## src/rtl/ps2_grid_cursor.sv

```systemverilog
// PS/2 key events -> cursor position on a COLS x ROWS grid, with one-cycle action pulses.
// Latency: a new key event in cycle N updates cursor and pulses at the edge that ends N.
// Backpressure: none; events are sampled every cycle and enable=0 freezes the cursor.
//
// Ports:
//   clk, rstn     clock; asynchronous active-low reset
//   key_event     level-held decoder word: [10] valid, [9] E0-extended, [8] break, [7:0] scan code
//   enable        1 accepts keys; 0 drops the held key, freezes the cursor, suppresses pulses
//   cursor_x/y    current cell, always < COLS / < ROWS
//   select_pulse  Space make; promo_pulse G make; cancel_pulse Esc make
//   moved_pulse   cursor value changed at the last edge
module ps2_grid_cursor #(
  parameter int COLS         = 8,
  parameter int ROWS         = 8,
  parameter int XW           = 3,
  parameter int YW           = 3,
  parameter int WRAP         = 1,
  parameter int REPEAT_DELAY = 50_000_000,
  parameter int REPEAT_RATE  = 10_000_000
) (
  input  logic          clk,
  input  logic          rstn,
  input  logic [10:0]   key_event,
  input  logic          enable,
  output logic [XW-1:0] cursor_x,
  output logic [YW-1:0] cursor_y,
  output logic          select_pulse,
  output logic          promo_pulse,
  output logic          cancel_pulse,
  output logic          moved_pulse
);

  // Counter holds values up to max(delay, rate) - 1.
  localparam int CNT_MAX = (REPEAT_DELAY > REPEAT_RATE) ? REPEAT_DELAY : REPEAT_RATE;
  localparam int CW      = (CNT_MAX > 1) ? $clog2(CNT_MAX) : 1;

  typedef enum logic [1:0] {IDLE, DELAY, REPEAT} state_t;

  // Direction vector bits: {up, down, left, right}.
  function automatic logic [3:0] dir_of(input logic [7:0] code, input logic ext);
    dir_of = 4'b0000;
    case (code)
      // Arrow/keypad codes work with or without the E0 prefix.
      8'h75: dir_of = 4'b1000;
      8'h72: dir_of = 4'b0100;
      8'h6B: dir_of = 4'b0010;
      8'h74: dir_of = 4'b0001;
      default: begin
        if (!ext) begin
          case (code)
            8'h1D:        dir_of = 4'b1000;  // W
            8'h1B, 8'h22: dir_of = 4'b0100;  // S, X
            8'h1C:        dir_of = 4'b0010;  // A
            8'h23:        dir_of = 4'b0001;  // D
            8'h15:        dir_of = 4'b1010;  // Q up-left
            8'h24:        dir_of = 4'b1001;  // E up-right
            8'h1A:        dir_of = 4'b0110;  // Z down-left
            8'h21:        dir_of = 4'b0101;  // C down-right
            default:      dir_of = 4'b0000;
          endcase
        end
      end
    endcase
  endfunction

  // One axis step, computed one bit wider so max+1 is representable before wrap/clamp.
  function automatic logic [XW-1:0] step_x(input logic [XW-1:0] v, input logic dec, input logic inc);
    logic [XW:0] w;
    w      = {1'b0, v};
    step_x = v;
    if (inc) begin
      w = w + (XW+1)'(1);
      if (w >= (XW+1)'(COLS)) step_x = (WRAP != 0) ? '0 : v;
      else                    step_x = w[XW-1:0];
    end else if (dec) begin
      if (w == '0) step_x = (WRAP != 0) ? XW'(COLS-1) : v;
      else begin
        w      = w - (XW+1)'(1);
        step_x = w[XW-1:0];
      end
    end
  endfunction

  function automatic logic [YW-1:0] step_y(input logic [YW-1:0] v, input logic dec, input logic inc);
    logic [YW:0] w;
    w      = {1'b0, v};
    step_y = v;
    if (inc) begin
      w = w + (YW+1)'(1);
      if (w >= (YW+1)'(ROWS)) step_y = (WRAP != 0) ? '0 : v;
      else                    step_y = w[YW-1:0];
    end else if (dec) begin
      if (w == '0) step_y = (WRAP != 0) ? YW'(ROWS-1) : v;
      else begin
        w      = w - (YW+1)'(1);
        step_y = w[YW-1:0];
      end
    end
  endfunction

  state_t        state_q;
  logic [10:0]   prev_evt_q;
  logic [7:0]    held_code_q;
  logic [3:0]    held_dir_q;
  logic [CW-1:0] cnt_q;
  logic [XW-1:0] x_q;
  logic [YW-1:0] y_q;
  logic          sel_q, promo_q, cancel_q, moved_q;

  logic          evt_new, evt_brk, evt_ext;
  logic [7:0]    evt_code;
  logic [3:0]    evt_dir, mv_dir;
  logic          dir_make, held_brk, rpt_fire;
  logic          sel_d, promo_d, cancel_d;
  logic [XW-1:0] x_d;
  logic [YW-1:0] y_d;

  always_comb begin
    // Typematic re-sends are identical words, so only a change counts as an event.
    evt_new  = key_event[10] && (key_event != prev_evt_q);
    evt_ext  = key_event[9];
    evt_brk  = key_event[8];
    evt_code = key_event[7:0];
    evt_dir  = dir_of(evt_code, evt_ext);

    // A fresh make of the key already held is not a new press; the timer keeps running.
    dir_make = enable && evt_new && !evt_brk && (evt_dir != 4'b0000) &&
               ((state_q == IDLE) || (evt_code != held_code_q));
    held_brk = enable && evt_new && evt_brk && (state_q != IDLE) && (evt_code == held_code_q);
    // An event that moves or releases wins over the timer, so one move per cycle at most.
    rpt_fire = enable && (state_q != IDLE) && (cnt_q == '0) && (REPEAT_RATE != 0) &&
               !dir_make && !held_brk;

    mv_dir = dir_make ? evt_dir : (rpt_fire ? held_dir_q : 4'b0000);
    x_d    = step_x(x_q, mv_dir[1], mv_dir[0]);
    y_d    = step_y(y_q, mv_dir[3], mv_dir[2]);

    sel_d    = enable && evt_new && !evt_brk && !evt_ext && (evt_code == 8'h29);
    promo_d  = enable && evt_new && !evt_brk && !evt_ext && (evt_code == 8'h34);
    cancel_d = enable && evt_new && !evt_brk && !evt_ext && (evt_code == 8'h76);
  end

  always_ff @(posedge clk or negedge rstn) begin
    if (!rstn) begin
      state_q     <= IDLE;
      prev_evt_q  <= '0;
      held_code_q <= '0;
      held_dir_q  <= '0;
      cnt_q       <= '0;
      x_q         <= '0;
      y_q         <= '0;
      sel_q       <= 1'b0;
      promo_q     <= 1'b0;
      cancel_q    <= 1'b0;
      moved_q     <= 1'b0;
    end else begin
      prev_evt_q <= key_event;
      x_q        <= x_d;
      y_q        <= y_d;
      moved_q    <= (x_d != x_q) || (y_d != y_q);
      sel_q      <= sel_d;
      promo_q    <= promo_d;
      cancel_q   <= cancel_d;

      if (!enable) begin
        state_q     <= IDLE;
        cnt_q       <= '0;
        held_code_q <= '0;
        held_dir_q  <= '0;
      end else if (dir_make) begin
        held_code_q <= evt_code;
        held_dir_q  <= evt_dir;
        cnt_q       <= CW'(REPEAT_DELAY - 1);
        state_q     <= DELAY;
      end else if (held_brk) begin
        state_q <= IDLE;
        cnt_q   <= '0;
      end else begin
        case (state_q)
          IDLE: ;
          DELAY: begin
            if (cnt_q != '0) cnt_q <= cnt_q - CW'(1);
            else if (REPEAT_RATE != 0) begin
              cnt_q   <= CW'(REPEAT_RATE - 1);
              state_q <= REPEAT;
            end
            // With auto-repeat disabled the counter parks at zero until release.
          end
          REPEAT: begin
            if (cnt_q != '0) cnt_q <= cnt_q - CW'(1);
            else             cnt_q <= CW'(REPEAT_RATE - 1);
          end
          default: state_q <= IDLE;
        endcase
      end
    end
  end

  assign cursor_x     = x_q;
  assign cursor_y     = y_q;
  assign select_pulse = sel_q;
  assign promo_pulse  = promo_q;
  assign cancel_pulse = cancel_q;
  assign moved_pulse  = moved_q;

endmodule

```

## config.mk

```make
export PLATFORM = sky130hd
export DESIGN_NAME = ps2_grid_cursor
export DESIGN_NICKNAME = d
export VERILOG_FILES = /design/src/rtl/ps2_grid_cursor.sv
export SDC_FILE = /design/constraint.sdc
export NUM_CORES = 1
export LEC_CHECK = 0
export BUFFER_PORTS_ARGS = -buffer_cell sky130_fd_sc_hd__buf_2
export CORE_ASPECT_RATIO = 1.2
export CORE_MARGIN = 4
export CORE_UTILIZATION = 55
export DETAILED_ROUTE_END_ITERATION = 7
export PLACE_DENSITY = 0.85
export SETUP_SLACK_MARGIN = 0.2
export SLEW_MARGIN = 20
export SYNTH_ARGS = -nofsm -noshare
export SYNTH_HDL_FRONTEND = slang
export SYNTH_SLANG_ARGS = --single-unit
```

## constraint.sdc

```tcl
create_clock -name clk -period 3.1 [get_ports clk]
set_input_delay 0.62 -clock clk [delete_from_list [all_inputs] [get_ports clk]]
set_output_delay 0.62 -clock clk [all_outputs]
set_load 0.02 [all_outputs]
```

==> summary.md, run 1 <==
| Metric | Value |
|---|---|
| Share of cells above drive strength 1 | `between 15 and 20%` |
| Total gr overflow | `0` |
| Area of the multi-input gates | `2020 sq um` |
| Post-synth top area share | `41.6%` |
| Arrival time at the worst endpoint | `2.97 ns` |
| Max stage delay on crit path | `approximately 0.56 ns` |
| Slowest CP cell | `or4b_1` |
| CTS tree | `yes` |
| CTS Hold Bufs | `0` |
| Fill cells | `510` |
| Synth Cell Area | `around 3700 sq um` |
| H-tree Lvls | `3` |
| Reg clk slew, reported paths | `0.07 ns` |
| Die area | `8050 sq um` |
| Register area | `around 1500 sq um` |
| Largest net degree at the start of global routing | `29` |
| Distinct cells, synth | `between 60 and 70` |
| Kind of critical path | `input pin to flip-flop` |
| Die Span Y | `97.5 um` |
| Fin. Hold Viols | `0` |
| Starting Density | `a little under three fifths` |
| Register area share after synthesis | `around two fifths` |
| Port buffer count | `23` |
| GP Congestion | `between 0.9 and 1` |
| Worst-Margin Slew | `around 0.64 ns` |
| Final core utilization | `65.0%` |
| Horiz. Die Dim | `82.6 um` |
| Setup Buffers After CTS | `0` |
| Crit path launch type | `input pin` |
| Dominant cell type by area after synthesis | `dfrtp_1` |
| Slew margin rel. | `a little under three fifths` |
| Worst-path fanout max | `10` |
| Initial drt markers | `about 140` |
| Worst r2r dst | `cursor_y[2]` |
| Routed vias | `between 3k and 4k` |
| Bufs and invs on worst path | `2` |
| Number of top-level pins | `24` |
| Top cells by area, synth | `dfrtp_1, xnor2_1, o21ai_0` |
| Vias/cell | `6.09` |
| First-pass GRT wire length | `about 15 mm` |
| Clk_lat worst skew | `0.35 ns` |
| Antenna Nets Post-Route | `0` |
| Final nets | `467` |
| Synthesis-stage register bit count | `between 60 and 70` |
| Final setup fails | `0` |
| Initial antenna violation count | `0` |
| Row cnt | `32` |
| Post-Synthesis Cells | `~410` |
| RSZ-0062 raised after global routing | `no` |
| CTS buffer count | `9` |
| Primary FF master, synth | `dfrtp_1` |
| Worst reg-to-reg path cell count | `9` |
| Clock Path Buffers | `2` |
| HP Class | `input pin to async pin` |
| Routed len/inst | `around 16 um` |
| Max-Cap Viols | `0` |
| Post-CTS sizing | `0` |
| HPWL Detailed | `6.25 mm` |
| Most frequent cells in the layout | `dfrtp_1, nand2_1, o21ai_0, nor2_1, xnor2_1` |
| CP delay by family, top | `simple AND/OR/NAND/NOR gates` |
| Hold_ws | `between 0.2 and 0.3 ns` |
| Syn nets | `428` |
| Peak VDD IR | `0.409 mV` |
| Residual DRC | `0` |
| Clk root buf | `clkbuf_8` |
| Gr usage total | `23.2%` |
| Critical Path RT | `between 3 and 4 ns` |
| Avg Cell Area, Syn | `9.07 sq um` |
| Critical R2R Launch | `state_q[0]` |
| Async SR Flop Fraction | `100%` |
| Vias in the first global route | `3262` |
| Max Clock Skew | `0.00530 ns` |
| Clock sinks | `61` |
| Max Slew Vio Count | `0` |
| Reg2Reg Setup Slack | `between 0.4 and 0.5 ns` |
| Outcome | `finished, final reports clean` |
| ANT cells | `0` |
| Pwr dens | `roughly 560 nW/um^2` |
| Final period demand of the worst path | `2.74 ns` |
| Synthesis-to-finish area growth | `14.1%` |
| Crit-path cells | `buf_2, or4b_1, or4_1, a31oi_2, nor4_2, nand2b_4, buf_4, a211oi_1, xnor2_1, nor2_1` |
| Commonest non-fill, non-tap cell in the layout | `dfrtp_1` |
| First-pass iteration count of the detailed router | `4` |
| Pleak | `between 1.5 and 2 nW` |
| YS warnings | `0` |
| Final wirelength | `about 8.5 mm` |
| EDFF count, synth | `0` |
| Period utilization | `between 80% and 90%` |
| Core Region | `6450 sq um` |
| Achievable Freq | `approximately 0.37 GHz` |
| CP endpoint kind | `flip-flop` |
[where the power goes]
part,switching [mW],total (mW),leakage (nW),internal (mW)
combinational,0.413,0.700,0.923,0.287
sequential,0.0823,0.945,0.814,0.863
clock,0.322,0.712,0.0943,0.389
total,0.817,2.36,1.83,1.54
[routing by layer]
layer / share of wire, % / global-route usage, %
met5: 0 / 0
met4: 3.6 / 12.5
met3: 4.6 / 3.15
met2: 52 / 40.0
met1: 40 / 26.8
[registers in the layout, indices dropped and copies added (netlist names)]
signal and cells:
cursor_y 3, cursor_x 3, moved_pulse 1, held_dir_q 4
promo_pulse 1, cancel_pulse 1, prev_evt_q 11, cnt_q 26
state_q 2, held_code_q 8, select_pulse 1
[through the flow]
step | worst slack (ns) | TNS, ns | area [sq um] | cells | total power, mW
after global placement | 0.0669 | 0 | 3980 | 518 | 1.62
final | 0.361 | 0 | 4190 | 534 | 2.36
after global routing | 0.200 | 0 | 4190 | 534 | 2.51
after floorplan | 0.219 | 0 | 3670 | 405 | 1.41
after CTS | 0.345 | 0 | 4180 | 534 | 2.36
after detailed placement | -0.0198 | -0.0267 | 3980 | 518 | 1.64
[worst register-to-register path, stage by stage (launching register included)]
cell and delay (ns):
dfrtp_1 0.41, inv_1 0.09, ha_1 0.23, nand2b_1 0.17, nor3_1 0.08, or4b_1 0.62
o2111a_1 0.31, or2_1 0.25, o311ai_1 0.23, o221ai_1 0.16
[how the worst max path moves through the flow]
stage,slack [ns],cells after the start,from,to
floorplan,0.22,10,key_event[6],cursor_y[1]
global placement,0.07,10,key_event[9],cnt_q[8]
finish,0.36,10,key_event[9],cnt_q[8]
detailed placement,-0.02,10,key_event[6],cnt_q[25]
global route,0.20,10,key_event[0],cnt_q[8]
CTS,0.34,10,key_event[9],cnt_q[8]
[kinds of logic (layout without fill, tap and decap cells)]
family / count (synthesis) / count (layout) / synth area share (%)
AOI/OAI and AO/OA: 93 / 93 / 17.5
xor gates and xnor gates: 31 / 31 / 7.39
adders and majority gates: 9 / 9 / 3.07
buffers and inverters: 32 / 76 / 3.85
DFF: 61 / 61 / 41.6
muxes: 5 / 5 / 1.36
and+or+nand+nor: 174 / 174 / 25.2
[cell usage after synthesis, types with 3 or more instances]
library cell and number:
o21ai_0 35, and2_1 6, a31o_2 5, ha_1 9, and3_1 3, nor2b_1 8
nor2_1 32, xor2_1 6, o21ai_1 4, nand2b_1 8, o21a_1 4, clkbuf_1 11
inv_1 14, a31oi_1 8, xnor2_1 25, dfrtp_1 61, nand3_1 13, a21oi_1 9
or3_1 5, buf_2 5, a41oi_2 3, or4_1 3, nand2_1 39, mux2i_1 5
nor4_1 9, nand4_1 11, nand4b_1 4, nor3_1 20
[cell type report]
class                           instances  area share (%)
Clock buffer                           10            3.28
Tap cell                               85            2.54
Clock inverter                          6            1.49
Multi-Input combinational cell        312            48.1
Inverter                               14            1.25
Timing Repair Buffer                   46            6.87
Sequential cell                        61            36.4
Note: power is estimated with default switching activity, not from simulation.
==> run 2, diff against run 1 <==
--- a/config.mk
+++ b/config.mk
@@ -5,12 +5,14 @@
 export SDC_FILE = /design/constraint.sdc
 export NUM_CORES = 1
 export LEC_CHECK = 0
+export ABC_AREA = 1
 export BUFFER_PORTS_ARGS = -buffer_cell sky130_fd_sc_hd__buf_2
 export CORE_ASPECT_RATIO = 1.2
 export CORE_MARGIN = 4
-export CORE_UTILIZATION = 55
+export CORE_UTILIZATION = 61
 export DETAILED_ROUTE_END_ITERATION = 7
-export PLACE_DENSITY = 0.85
+export PLACE_DENSITY = 0.92
+export REMOVE_ABC_BUFFERS = 1
 export SETUP_SLACK_MARGIN = 0.2
 export SLEW_MARGIN = 20
 export SYNTH_ARGS = -nofsm -noshare
==> run 2 against run 1 <==
  * Final cell count increased by 24%
  * Clock-buffer cell count unchanged
  * Hold slack got worse by 0.070 ns
  * Area after synthesis increased by 8.0%
  * Global-route usage increased by 4.5 points
  * Critical endpoint is now cnt_q[18]
  * Sequential cell count unchanged
  * Design area increased by 4.4%
  * Highest routed layer unchanged
==> summary.md, run 2 <==
| Metric | Value |
|---|---|
| Async SR Flop Fraction | `100% (unchanged)` |
| CTS tree | `yes (unchanged)` |
| CTS buffer count | `9 (unchanged)` |
| Synthesis-to-finish area growth | `10.4% (was 14.1%)` |
| Residual DRC | `0 (unchanged)` |
| YS warnings | `0 (unchanged)` |
| Post-synth top cells | `nand2_1, nor2_1, dfrtp_1 (was dfrtp_1, nand2_1, o21ai_0)` |
| RSZ-0062 raised after global routing | `no (unchanged)` |
| Setup Buffers After CTS | `0 (unchanged)` |
| Vias/cell | `5.72 (was 6.09)` |
| Max reg flops | `26 (unchanged)` |
| Starting Density | `64.3% (was 57.0%)` |
| Outcome | `finished, final reports clean (unchanged)` |
| Clock Path Buffers | `2 (unchanged)` |
| Pwr dens | `580 nW/um^2 (was 562 nW/um^2)` |
| Initial antenna violation count | `0 (unchanged)` |
| Fin. Hold Viols | `0 (unchanged)` |
| Achievable Freq | `0.371 GHz (was 0.365 GHz)` |
| Synthesis-stage register bit count | `61 (unchanged)` |
| Largest net degree at the start of global routing | `41 (was 29)` |
| H-tree Lvls | `3 (unchanged)` |
| Period utilization | `87.0% (was 88.4%)` |
| Cell mode on critical path | `nor2_1` |
| First-pass GRT wire length | `16.4 mm (was 14.6 mm)` |
| Port buffer count | `23 (unchanged)` |
| Horiz. Die Dim | `81.6 um (was 82.6 um)` |
| Most frequent cell after synthesis | `nand2_1 (was dfrtp_1)` |
| Most frequent cells in the layout | `nand2_1, nor2_1, dfrtp_1, inv_1, nand3_1 (was dfrtp_1, nand2_1, o21ai_0, nor2_1, xnor2_1)` |
| Cell depth of the worst setup path | `13 (was 10)` |
| Synth Area in Simple Gates | `37.1% (was 25.2%)` |
| Post-synthesis compound-gate area fraction | `10.9% (was 17.5%)` |
| Setup ws final | `0.402 ns (was 0.361 ns)` |
| Primary FF master, synth | `dfrtp_1 (unchanged)` |
| Adder-Cell Fraction of Synth Area | `2.84% (was 3.07%)` |
| Critical Path RT | `3.37 ns (was 3.33 ns)` |
| Largest family of logic cells by synthesized area | `simple AND/OR/NAND/NOR gates (unchanged)` |
| Kind of critical path | `flip-flop to flip-flop (was input pin to flip-flop)` |
| CP endpoint kind | `flip-flop (unchanged)` |
| Total gr overflow | `0 (unchanged)` |
| EDFF count, synth | `0 (unchanged)` |
| Core Region | `6170 sq um (was 6450 sq um)` |
| Final core utilization | `71.0% (was 65.0%)` |
| Distinct cells, synth | `42 (was 61)` |
| Mux cell area share after synthesis | `0% (was 1.36%)` |
| Max Slew Vio Count | `0 (unchanged)` |
| Vias in the first global route | `3662 (was 3262)` |
| Largest Register | `cnt_q (unchanged)` |
| Pleak | `2.23 nW (was 1.83 nW)` |
| Bufs and invs on worst path | `3 (was 2)` |
| Clock sinks | `61 (unchanged)` |
| Final wirelength | `9.90 mm (was 8.47 mm)` |
| Worst reg-to-reg path cell count | `13 (was 9)` |
| Row cnt | `31 (was 32)` |
| Setup WS pre-CTS | `0.143 ns (was -0.0198 ns)` |
| Crit-path cells | `inv_1, ha_1, a21oi_1, nand3_1, nor2_1, nor2_4, nand2_8, inv_6, nor2_8, nand2_2, inv_2, nor2_1, nor3_1 (was buf_2, or4b_1, or4_1, a31oi_2, nor4_2, nand2b_4, buf_4, a211oi_1, xnor2_1, nor2_1)` |
| Slowest CP cell | `dfrtp_1 (was or4b_1)` |
| Final period demand of the worst path | `2.70 ns (was 2.74 ns)` |
| Clk root buf | `clkbuf_8 (unchanged)` |
| CP delay by family, top | `simple AND/OR/NAND/NOR gates (unchanged)` |
| Design Power | `2.54 mW (was 2.36 mW)` |
| CTS Hold Bufs | `0 (unchanged)` |
| Avg Cell Area, Syn | `7.34 sq um (was 9.07 sq um)` |
| Post-synth top area share | `38.5% (was 41.6%)` |
| Max-Cap Viols | `0 (unchanged)` |
| Initial drt markers | `338 (was 139)` |
| Share of cells above drive strength 1 | `16.6% (was 17.1%)` |
| Max Clock Skew | `0.00692 ns (was 0.00530 ns)` |
| Reg clk slew, reported paths | `0.07 ns (about the same)` |
| Antenna Nets Post-Route | `0 (unchanged)` |
| HPWL Detailed | `7.45 mm (was 6.25 mm)` |
| Hold_ws | `0.217 ns (was 0.287 ns)` |
| Synth Cell Area | `3970 sq um (was 3670 sq um)` |
| Top Registers | `cnt_q: 26 flops, prev_evt_q: 11 flops, held_code_q: 8 flops (unchanged)` |
| Worst-Margin Slew | `0.668 ns (was 0.642 ns)` |
| Top cells by area, synth | `dfrtp_1, nand2_1, nor2_1 (was dfrtp_1, xnor2_1, o21ai_0)` |
| Final nets | `596 (was 467)` |
| Number of top-level pins | `24 (unchanged)` |
| First-pass iteration count of the detailed router | `5 (was 4)` |
| Dominant cell type by area after synthesis | `dfrtp_1 (unchanged)` |
| Final setup fails | `0 (unchanged)` |
| HP Class | `input pin to async pin (unchanged)` |
| GP Congestion | `1.02 (was 0.933)` |
| Slew margin rel. | `55.2% (was 57.1%)` |
| Post-Route Setup TNS | `0 ns (unchanged)` |
| Arrival time at the worst endpoint | `2.96 ns (was 2.97 ns)` |
| Post-Synthesis Cells | `540 (was 405)` |
| Die Span Y | `96.3 um (was 97.5 um)` |
| Clk_lat worst skew | `0.36 ns (was 0.35 ns)` |
| Peak VDD IR | `0.372 mV (was 0.409 mV)` |
| Die area | `7860 sq um (was 8050 sq um)` |
| Routed vias | `3772 (was 3254)` |
| Commonest non-fill, non-tap cell in the layout | `nand2_1 (was dfrtp_1)` |
| Gr usage total | `27.7% (was 23.2%)` |
| Max stage delay on crit path | `0.40 ns (was 0.56 ns)` |
| ANT cells | `0 (unchanged)` |
| Xor and xnor area share after synthesis | `2.87% (was 7.39%)` |
| Register area share after synthesis | `38.5% (was 41.6%)` |
| Worst-path fanout max | `26 (was 10)` |
| Routed len/inst | `15.0 um (was 15.9 um)` |
| Post-CTS sizing | `0 (unchanged)` |
| Crit path launch type | `flip-flop (was input pin)` |
## run 2: cell count changes after synthesis, moves of 9 or more
cell	change
inv_1	+46
clkbuf_1	-9
inv_2	+11
nand2_1	+106
nor2_1	+30
o21ai_0	-13
xnor2_1	-21
nand3_1	+19
nand2_2	+13
## run 2: layer usage
layer | global-route usage, % | up-vias | part of all wire (%) | wire length (um)
met5 | 0 | - | 0 | 0
met3 | 5.52 | 45 | 6.1 | 602
met4 | 16.2 | 0 | 4.5 | 442
met2 | 48.6 | 156 | 51 | 5010
met1 | 30.6 | 1751 | 39 | 3850
li1 | - | 1820 | - | -
## run 2: cell type report
class / count / area (sq um)
clock buffer: 10 / 138
clock inverter: 6 / 62.6
fill: 511 / 1790
inverter: 72 / 275
multi-input combinational: 402 / 2130
sequential: 61 / 1530
tap: 82 / 103
timing repair buffer: 27 / 145
## run 2: cells by family (layout without fill, tap and decap cells)
kind of cell | Yosys count | after routing
compound gates | 73 | 73
xor+xnor | 13 | 13
fa+ha+maj | 9 | 9
buf+inv | 77 | 115
flops | 61 | 61
simple gates | 307 | 307
## run 2: path summary, 6_finish.rpt
path                                 endpoint  slack (ns)          start
worst min register to register  held_dir_q[3]        0.51  held_dir_q[3]
min in group clk                prev_evt_q[8]        0.38   key_event[8]
worst max-delay path                cnt_q[18]        0.40     state_q[0]
worst max register to register      cnt_q[18]        0.40     state_q[0]
worst min-delay path                 cnt_q[8]        0.22           rstn
max in group asynchronous       held_dir_q[1]        1.99           rstn
## run 2: through the flow
step	std cells	cell area, sq um
2_1_floorplan	535	3930
3_3_place_gp	644	4180
3_5_place_dp	644	4180
4_1_cts	660	4380
5_1_grt	660	4380
6_report	660	4380
## run 2: power breakdown
group / leakage, nW / switching [mW] / internal [mW]
combinational: 1.33 / 0.590 / 0.264
sequential: 0.805 / 0.0768 / 0.888
clock: 0.0943 / 0.332 / 0.389
total: 2.23 / 0.999 / 1.54
==> run 3, diff against run 2 <==
--- a/config.mk
+++ b/config.mk
@@ -11,7 +11,7 @@
 export CORE_MARGIN = 4
 export CORE_UTILIZATION = 61
 export DETAILED_ROUTE_END_ITERATION = 7
-export PLACE_DENSITY = 0.92
+export PLACE_DENSITY = 0.8
 export REMOVE_ABC_BUFFERS = 1
 export SETUP_SLACK_MARGIN = 0.2
 export SLEW_MARGIN = 20
==> run 3 against run 2 <==
  * Combinational power is 2% higher
  * Clock skew up 0.0058 ns
  * Clock-buffer cell count rose by 1
  * Global-route usage is 0.66 points higher
  * First-iteration DRC count decreased by 32%
  * Power grew 3.4%
  * Final cell count up 0.61%
  * Sequential cell count did not move
  * Sequential share of layout area fell by 0.40 points
  * Non-clock buffer count increased by 5
  * Via count decreased by 1.1%
==> summary.md, run 3 (synthesis results as in run 2) <==
| Metric | Value |
|---|---|
| Top Registers | `cnt_q: 26 flops, prev_evt_q: 11 flops, held_code_q: 8 flops (unchanged)` |
| Worst r2r dst | `moved_pulse (was cnt_q[18])` |
| H-tree Lvls | `3 (unchanged)` |
| Clk_lat worst skew | `0.35 ns (was 0.36 ns)` |
| CP endpoint | `moved_pulse (was cnt_q[18])` |
| Clock sinks | `61 (unchanged)` |
| Port buffer count | `23 (unchanged)` |
| Core Region | `6170 sq um (unchanged)` |
| CP endpoint kind | `flip-flop (unchanged)` |
| Fin. Hold Viols | `0 (unchanged)` |
| Routed len/inst | `15.2 um (was 15.0 um)` |
| Antenna Nets Post-Route | `0 (unchanged)` |
| RSZ-0062 raised after global routing | `no (unchanged)` |
| Horiz. Die Dim | `81.6 um (unchanged)` |
| Synthesis-to-finish area growth | `11.7% (was 10.4%)` |
| CTS buffer count | `9 (unchanged)` |
| Worst-Margin Slew | `0.584 ns (was 0.668 ns)` |
| Total gr overflow | `0 (unchanged)` |
| GP Congestion | `0.893 (was 1.02)` |
| Kind of critical path | `flip-flop to flip-flop (unchanged)` |
| ANT cells | `0 (unchanged)` |
| First-pass GRT wire length | `16.9 mm (was 16.4 mm)` |
| Area of the multi-input gates | `2130 sq um (unchanged)` |
| Final nets | `601 (was 596)` |
| Hold_ws | `0.220 ns (was 0.217 ns)` |
| Reg2Reg Setup Slack | `0.48 ns (was 0.40 ns)` |
| Reg clk slew, reported paths | `0.07 ns (about the same)` |
| Post-Route Setup TNS | `0 ns (unchanged)` |
| Clock Path Buffers | `2 (unchanged)` |
| Final setup fails | `0 (unchanged)` |
| Critical Path Start | `cnt_q[0] (was state_q[0])` |
| Vias/cell | `5.62 (was 5.72)` |
| Post-CTS sizing | `0 (unchanged)` |
| HPWL Detailed | `7.69 mm (was 7.45 mm)` |
| Final period demand of the worst path | `2.62 ns (was 2.70 ns)` |
| Pleak | `2.26 nW (was 2.23 nW)` |
| Max Slew Vio Count | `0 (unchanged)` |
| Die area | `7860 sq um (unchanged)` |
| Die Span Y | `96.3 um (unchanged)` |
| Critical Path RT | `3.33 ns (was 3.37 ns)` |
| Gr usage total | `28.3% (was 27.7%)` |
| Register area | `1530 sq um (unchanged)` |
| Slew margin rel. | `60.8% (was 55.2%)` |
| Max Clock Skew | `0.0128 ns (was 0.00692 ns)` |
| First-pass iteration count of the detailed router | `6 (was 5)` |
| Clk root buf | `clkbuf_8 (unchanged)` |
| Peak VDD IR | `0.470 mV (was 0.372 mV)` |
| Outcome | `finished, final reports clean (unchanged)` |
| Post-DP Area | `4200 sq um (was 4180 sq um)` |
| Critical R2R Launch | `cnt_q[0] (was state_q[0])` |
| Final wirelength | `10.1 mm (was 9.90 mm)` |
| HP Class | `input pin to async pin (unchanged)` |
| Most frequent cells in the layout | `nand2_1, nor2_1, dfrtp_1, inv_1, nand3_1 (unchanged)` |
| Achievable Freq | `0.382 GHz (was 0.371 GHz)` |
| Largest Register | `cnt_q (unchanged)` |
| CTS tree | `yes (unchanged)` |
| Commonest non-fill, non-tap cell in the layout | `nand2_1 (unchanged)` |
| Routed vias | `3730 (was 3772)` |
| Row cnt | `31 (unchanged)` |
| Initial antenna violation count | `0 (unchanged)` |
| Pwr dens | `593 nW/um^2 (was 580 nW/um^2)` |
| Share of cells above drive strength 1 | `17.0% (was 16.6%)` |
| Residual DRC | `0 (unchanged)` |
| Initial drt markers | `230 (was 338)` |
| Final Cell Area | `4430 sq um (was 4380 sq um)` |
| Worst reg-to-reg path cell count | `19 (was 13)` |
| Largest net degree at the start of global routing | `23 (was 41)` |
| Period utilization | `84.5% (was 87.0%)` |
| Starting Density | `64.3% (unchanged)` |
| Arrival time at the worst endpoint | `2.85 ns (was 2.96 ns)` |
| Max-Cap Viols | `0 (unchanged)` |
| Fill cells | `504 (was 511)` |
| Worst-path fanout max | `4 (was 26)` |
| Crit path launch type | `flip-flop (unchanged)` |
| Vias in the first global route | `3733 (was 3662)` |
| Max reg flops | `26 (unchanged)` |
| Number of top-level pins | `24 (unchanged)` |
[run 3: final cells by class]
type                            instances  share of cell area [%]
Clock buffer                           11                    3.19
Clock inverter                          4                    1.64
Inverter                               72                    6.21
Multi-Input combinational cell        402                    48.1
Sequential cell                        61                    34.5
Tap cell                               82                    2.32
Timing Repair Buffer                   32                    4.12
[run 3: how the worst min path moves through the flow]
stage | end | slack (ns) | startpoint
global placement | held_dir_q[0] | 0.49 | held_dir_q[0]
detailed placement | held_dir_q[3] | 0.50 | held_dir_q[3]
CTS | cnt_q[3] | 0.23 | rstn
finish | cnt_q[3] | 0.22 | rstn
floorplan | cancel_pulse | 0.32 | rstn
global route | cnt_q[3] | 0.25 | rstn
[run 3: stage by stage]
| stage | instances | power [mW] | setup slack [ns] | util [%] |
|---|---|---|---|---|
| after floorplan | 535 | 1.57 | 0.575 | - |
| after global placement | 647 | 1.80 | 0.203 | 68.1 |
| after detailed placement | 647 | 1.82 | 0.194 | 68.1 |
| after CTS | 662 | 2.61 | 0.485 | 71.6 |
| after global routing | 664 | 2.78 | 0.198 | 71.8 |
| final | 664 | 2.63 | 0.481 | 71.8 |
[run 3: routing by layer]
metal	up-vias	global-route usage (%)	part of all wire, %
met3	39	4.21	3.9
li1	1836	-	-
met4	0	15.2	4.0
met2	127	49.3	51
met1	1728	33.3	41
met5	-	0	0
[run 3: where the power goes]
part           internal, mW  switching (mW)
logic                 0.278           0.594
clock network         0.469           0.320
registers             0.888          0.0770
total                  1.64           0.991
[run 3: what timing repair did]
action	CTS	global route
buffers inserted	0	2
hold buffers	0	0
endpoints found under the setup margin	0	1
hold endpoints to repair	0	0
[run 3: worst max-delay path: stages (launching register included)]
cell	delay [ns]
dfrtp_1	0.37
inv_1	0.12
ha_1	0.21
nand2_2	0.11
nor2_4	0.10
nand4_1	0.17
nor2_1	0.13
nand2_1	0.09
nor2_1	0.20
nand2_1	0.08
nor2_1	0.18
nand4_1	0.13
nand2_1	0.14
inv_1	0.08
nand3_2	0.09
nand2_2	0.05
nand2_1	0.05
nand2_1	0.05
nor2_1	0.09
nand3_1	0.06
